--- src/rtl/me_search_control.sv ---
// me_search_control
//   Sequencer for the 16-PE full-search motion estimator. One search walks a
//   13-bit counter through 4112 busy cycles: 16 row passes of 256 cycles
//   (row pass r, column step c), plus a 16-cycle drain that delivers the
//   last row of PE results.
//   Every output is a Moore decode of the registered state and counter. The
//   only other registers are the done pulse and the held candidate vector.
//
//   Optional build macro: ME_ABORT_EN
//     When defined, an abort input is added. Asserting abort while busy
//     returns the sequencer to IDLE on the next cycle, with no done pulse.

module me_search_control #(
  parameter int PE_NUM = 16,  // the decode below assumes exactly 16 PEs
  parameter int CNT_W  = 13   // count[12:8] = row pass, count[7:0] = column step
) (
  input  logic              clock,
  input  logic              reset,
  input  logic              start,
`ifdef ME_ABORT_EN
  input  logic              abort,
`endif
  output logic              busy,
  output logic              done,
  output logic [7:0]        AddressR,
  output logic [9:0]        AddressS1,
  output logic [9:0]        AddressS2,
  output logic [PE_NUM-1:0] S1S2mux,
  output logic [PE_NUM-1:0] NewDist,
  output logic              CompStart,
  output logic [PE_NUM-1:0] PEready,
  output logic [3:0]        VectorX,
  output logic [3:0]        VectorY
);

  // The last busy count is row 16 (drain), column 15.
  localparam logic [CNT_W-1:0] LAST_COUNT = CNT_W'(4111);

  typedef enum logic {
    IDLE = 1'b0,
    BUSY = 1'b1
  } state_t;

  state_t           state;
  state_t           state_next;
  logic [CNT_W-1:0] count;
  logic             done_q;
  logic [3:0]       vec_x_q;
  logic [3:0]       vec_y_q;

  // ---------------------------------------------------------------------
  // Abort request. Without the optional feature it is tied off, so the
  // search can only be interrupted by reset.
  // ---------------------------------------------------------------------
  logic abort_req;

`ifdef ME_ABORT_EN
  assign abort_req = abort;
`else
  assign abort_req = 1'b0;
`endif

  // ---------------------------------------------------------------------
  // Counter fields
  // ---------------------------------------------------------------------
  logic [CNT_W-9:0] row;       // r: 0..16
  logic [7:0]       col;       // c: 0..255
  logic             at_last;   // final busy cycle
  logic             row_active;// r >= 1: a PE result row is being delivered
  logic             pe_slot;   // c in 0..15: a PE finishes its candidate now
  logic             pe_valid;  // a candidate is offered to the comparator

  assign row        = count[CNT_W-1:8];
  assign col        = count[7:0];
  assign at_last    = (count == LAST_COUNT);
  assign row_active = (row != '0);
  assign pe_slot    = (col[7:4] == 4'd0);
  assign pe_valid   = row_active && pe_slot;

  // ---------------------------------------------------------------------
  // Search-window address. The row offset plus the block-row index is at
  // most 30, so the address never wraps. In the drain row r[3:0] is 0,
  // which gives a harmless in-range address.
  // Port S2 is the same row 16 columns to the right, so it only differs in
  // the 16s bit of the address.
  // ---------------------------------------------------------------------
  logic [4:0] addr_row;

  assign addr_row = {1'b0, row[3:0]} + {1'b0, col[7:4]};

  // ---------------------------------------------------------------------
  // Candidate vector of the PE finishing this cycle.
  // x = c - 8 and y = (r - 1) - 8. In 4 bits, subtracting 8 is the same as
  // flipping the sign bit.
  // ---------------------------------------------------------------------
  logic [3:0] row_m1;
  logic [3:0] live_x;
  logic [3:0] live_y;

  assign row_m1 = row[3:0] - 4'd1;
  assign live_x = {~col[3], col[2:0]};
  assign live_y = {~row_m1[3], row_m1[2:0]};

  // State register with synchronous reset
  always_ff @(posedge clock) begin
    // NOTE: registers are assigned with <= so that every flop samples the
    // values from before the edge, whatever order the statements are in.
    if (reset) begin
      state <= IDLE;
    end else begin
      state <= state_next;
    end
  end

  // Next-state logic: start is only looked at in IDLE, and it takes priority
  // over abort there. Abort or the last count ends a search.
  always_comb begin
    // NOTE: the default assignment comes first so that every path through the
    // block assigns state_next and no latch is inferred.
    state_next = state;
    unique case (state)
      IDLE: begin
        if (start) begin
          state_next = BUSY;
        end
      end
      BUSY: begin
        if (abort_req || at_last) begin
          state_next = IDLE;
        end
      end
      default: state_next = IDLE;
    endcase
  end

  // Sequence counter: runs while the search stays busy, otherwise it is 0,
  // so every search starts from count 0.
  always_ff @(posedge clock) begin
    if (reset) begin
      count <= '0;
    end else if ((state == BUSY) && (state_next == BUSY)) begin
      count <= count + 1'b1;
    end else begin
      count <= '0;
    end
  end

  // Done pulse: one cycle, in the first IDLE cycle after a search that ran
  // to completion. An aborted search does not pulse done.
  always_ff @(posedge clock) begin
    if (reset) begin
      done_q <= 1'b0;
    end else begin
      done_q <= (state == BUSY) && at_last && !abort_req;
    end
  end

  // Hold the most recently offered candidate vector between PEready pulses.
  always_ff @(posedge clock) begin
    if (reset) begin
      vec_x_q <= 4'd0;
      vec_y_q <= 4'd0;
    end else if ((state == BUSY) && pe_valid) begin
      vec_x_q <= live_x;
      vec_y_q <= live_y;
    end
  end

  // Output decode: everything is 0 in IDLE except the done pulse.
  always_comb begin
    busy      = 1'b0;
    done      = done_q;
    AddressR  = 8'd0;
    AddressS1 = 10'd0;
    AddressS2 = 10'd0;
    S1S2mux   = '0;
    NewDist   = '0;
    CompStart = 1'b0;
    PEready   = '0;
    VectorX   = 4'd0;
    VectorY   = 4'd0;

    if (state == BUSY) begin
      busy      = 1'b1;
      AddressR  = col;
      AddressS1 = {addr_row, 1'b0, col[3:0]};
      AddressS2 = {addr_row, 1'b1, col[3:0]};
      // The comparator keeps BestDist cleared for all of row pass 0, while
      // no PE has a finished result yet.
      CompStart = row_active;

      for (int i = 0; i < PE_NUM; i++) begin
        // PE i takes port S1 data once the column step has reached it.
        S1S2mux[i] = (col[3:0] >= 4'(i));
        // PE i starts a new accumulation at column step i of every pass.
        NewDist[i] = (col == 8'(i));
        // That same step is when PE i finished the previous row's candidate.
        PEready[i] = pe_valid && (col[3:0] == 4'(i));
      end

      if (pe_valid) begin
        VectorX = live_x;
        VectorY = live_y;
      end else begin
        VectorX = vec_x_q;
        VectorY = vec_y_q;
      end
    end
  end

endmodule

--- config.mk ---
export PLATFORM = sky130hd
export DESIGN_NAME = me_search_control
export DESIGN_NICKNAME = d
export VERILOG_FILES = /design/src/rtl/me_search_control.sv
export SDC_FILE = /design/constraint.sdc
export NUM_CORES = 1
export LEC_CHECK = 0
export ABC_AREA = 1
export BUFFER_PORTS_ARGS = -buffer_cell sky130_fd_sc_hd__buf_2
export CAP_MARGIN = 30
export CORE_MARGIN = 3
export CORE_UTILIZATION = 49
export CTS_BUF_LIST = sky130_fd_sc_hd__clkbuf_4
export CTS_CLUSTER_SIZE = 20
export DETAILED_ROUTE_END_ITERATION = 7
export GPL_ROUTABILITY_DRIVEN = 0
export HOLD_SLACK_MARGIN = 0.1
export PLACE_DENSITY = 0.93
export SLEW_MARGIN = 25
export SYNTH_ARGS = -nofsm -noshare
export SYNTH_HDL_FRONTEND = slang
export SYNTH_SLANG_ARGS = --single-unit
--- constraint.sdc ---
create_clock -name clock -period 1.9 [get_ports clock]
set_input_delay 0.095 -clock clock [delete_from_list [all_inputs] [get_ports clock]]
set_output_delay 0.095 -clock clock [all_outputs]
set_load 0.05 [all_outputs]
==> impl_metrics.tcl <==
set metrics [dict create \
    status "finished, violations left" \
    violations "setup timing" \
    ys_ff_latch 23 \
    synth_top_area_share 0.234 \
    dieArea_mm2 0.00480 \
    cts_tree "built" \
    synth_area_leader_cell "dfxtp_1" \
    synth_commonest_cells "nand2_1 (71), nor2_1 (56), inv_1 (34)" \
    tns_ns -0.676 \
    die_w_um 69.3 \
    fp.dieH_um 69.3 \
    critPathRequiredTime_ns 1.80 \
    synth.net_count 326 \
    busiest_layer "met2" \
    rsz0062_at_grt "yes" \
    grt_max_degree 14 \
    fin_area_mm2 0.00312 \
    end_kind "primary output" \
    total_leakage_power_nw 1.58 \
    antenna_found_initial 0 \
    synthCells 310 \
    grt_use_met2 0.496 \
    cts_max_level 1 \
    grt-ovfl-total 0 \
    drt_pass1_iterations 6 \
    finalNetCount 418 \
    pin_count 90 \
    worst_path_largest_cell_delay_ns 0.39 \
    layout.cells.non_filler 449 \
    cap_violations 0 \
    gr-usage-all-layers 0.269 \
    first_iter_violations 357 \
    use_met3 0.0362 \
    clkLatencyLatePin_ns 0.34 \
    finalCoreUtilization 0.826 \
    antennaDiodeCount 0 \
    hold_class "reg2reg" \
    cts_sinks 23 \
    post-route-drc-count 0 \
    dpl_cell_area_mm2 0.00246 \
    yosys_warnings 0 \
    dp.cells 431 \
    clkTransAtPathRegs_ns 0.15 \
    ant_nets 0 \
    report.final.slew_viol_count 0 \
    wl_um 9190 \
    numCtsBuffers 3 \
    period_needed_ns 2.01 \
    setup_viol 17 \
    routedWlPerCell_um 20.5 \
    setup.worst_path.class "reg2out" \
    cellPowerDensity_mw_per_mm2 288 \
    synth_cell_type_count 29 \
    yosysMostFrequentCell "nand2_1" \
    grtUsageMet1 0.297 \
    seq_area_frac_synth 0.234 \
    synth_flop_cell "dfxtp_1" \
    viasPerCell 6.20 \
    crit_chain "clkinvlp_4 > ha_4 > nand3_4 > nor2_4 > nor2_4 > buf_4 > nand2_2 > nand2_2 > buf_8" \
    vdd_drop_max_uv 343 \
    avgSynthCellArea_um2 6.34 \
    cts_max_path_buffers 2 \
    rows 22 \
    arrival_ns 1.91 \
    cp_top_family "simple AND/OR/NAND/NOR gates" \
    ys_async_sr_fraction 0 \
    clockRootBuffer "clkbuf_4" \
    finalPower_mw 0.897 \
    coreArea_mm2 0.00377 \
    cpMaxStageDelayCell "dfxtp_4" \
    syn_area_mm2 0.00196 \
    num_vias 2786 \
    fin_crit_sh 1.06 \
    skew_ns 0.0159 \
    critPathBufInv 3 \
    synthTopCellsByArea "dfxtp_1 (23%), nand2_1 (14%), nor2_1 (11%)" \
    area.growth.synth_to_final_pct 58.7 \
    drive_gt1_frac 0.504 \
    synth_edf_count 0 \
    grt_pass1_wl_um 10800 \
    initial_utilization 0.521 \
    place_hpwl_um 4650 \
    cp-start-kind "flip-flop" \
    hold_viol 0 \
    cp_max_fo 4 \
    worst_slack_ns -0.107 \
    fmax_mhz 498 \
    first_global_vias 2321 \
    io_buffers 88 \
]
[per-stage QoR]
| step | setup slack, ns | hold WS (ns) |
|---|---|---|
| 4_1_cts | -0.0342 | 0.476 |
| 6_report | -0.107 | 0.491 |
| 3_5_place_dp | 0.0469 | 0.386 |
| 5_1_grt | -0.165 | 0.501 |
| 3_3_place_gp | 0.164 | 0.382 |
| 2_1_floorplan | -0.0883 | 0.276 |
[state kept, by name, indices dropped and copies added, names as in the netlist]
signal	cells
count	13
done	1
state	1
vec_x_q	4
vec_y_q	4
[logic make-up (layout without fill, tap and decap cells)]
logic type / Yosys count / after routing / share of synthesized area
AOI/OAI and AO/OA: 22 / 22 / 0.0561
xor gates and xnor gates: 7 / 7 / 0.0312
adders and majority gates: 13 / 13 / 0.0866
buffers and inverters: 61 / 150 / 0.160
DFF: 23 / 23 / 0.234
other: 1 / 1 / 0.00191
and+or+nand+nor: 183 / 185 / 0.430
[tightest hold or removal path, stage by stage (launching register included)]
cell and delay, ns:
dfxtp_1 0.35, nand2_1 0.06, a21oi_1 0.05
[cell type report]
class / count / area, um2
timing repair buffer: 108 / 837
clock inverter: 1 / 5.00
inverter: 38 / 159
fill: 182 / 654
clock buffer: 3 / 22.5
sequential: 23 / 483
tap: 48 / 60.1
multi-input combinational: 228 / 1550
[worst paths after layout]
check,startpoint,endpoint,slack (ns),depth (start not counted)
setup reg to reg,count[9],count[0],0.21,8
setup / recovery,count[9],VectorY[3],-0.11,9
hold reg to reg,vec_y_q[1],vec_y_q[1],0.49,2
hold / removal,vec_y_q[1],vec_y_q[1],0.49,2
[layer usage]
layer | part of all wire | vias up
met5 | 0 | -
met4 | 0.081 | 0
met3 | 0.12 | 101
met2 | 0.47 | 315
met1 | 0.33 | 1231
li1 | - | 1139
[where the power goes]
part	total (mW)	switching [mW]	internal, mW
combinational	0.148	0.115	0.0322
sequential	0.494	0.0129	0.481
clock	0.255	0.176	0.0794
[cells in the final DEF, fill, tap and decap left out, types with 5 or more instances in the layout]
| master | n |
|---|---|
| nand2_1 | 60 |
| nor2_1 | 44 |
| buf_2 | 43 |
| inv_1 | 29 |
| buf_4 | 29 |
| buf_6 | 27 |
| nor2_2 | 14 |
| nand3_1 | 13 |
| dfxtp_1 | 13 |
| nand2_2 | 12 |
| a21oi_1 | 10 |
| nand3_2 | 8 |
| nor3_4 | 8 |
| nor2_4 | 7 |
| ha_1 | 7 |
| clkbuf_4 | 7 |
| nand2_4 | 6 |
| o21ai_1 | 6 |
| dfxtp_2 | 6 |
| inv_2 | 5 |
[what timing repair did]
item | 4_1_cts | 5_1_grt
setup endpoints to repair | 48 | 52
hold buffers | 2 | 0
pin swaps | 7 | 21
gates resized for setup | 53 | 114
hold endpoints to repair | 9 | 0
buffers inserted | 4 | 6
cloned | 2 | 0
Note: power is estimated with default switching activity, not from simulation.
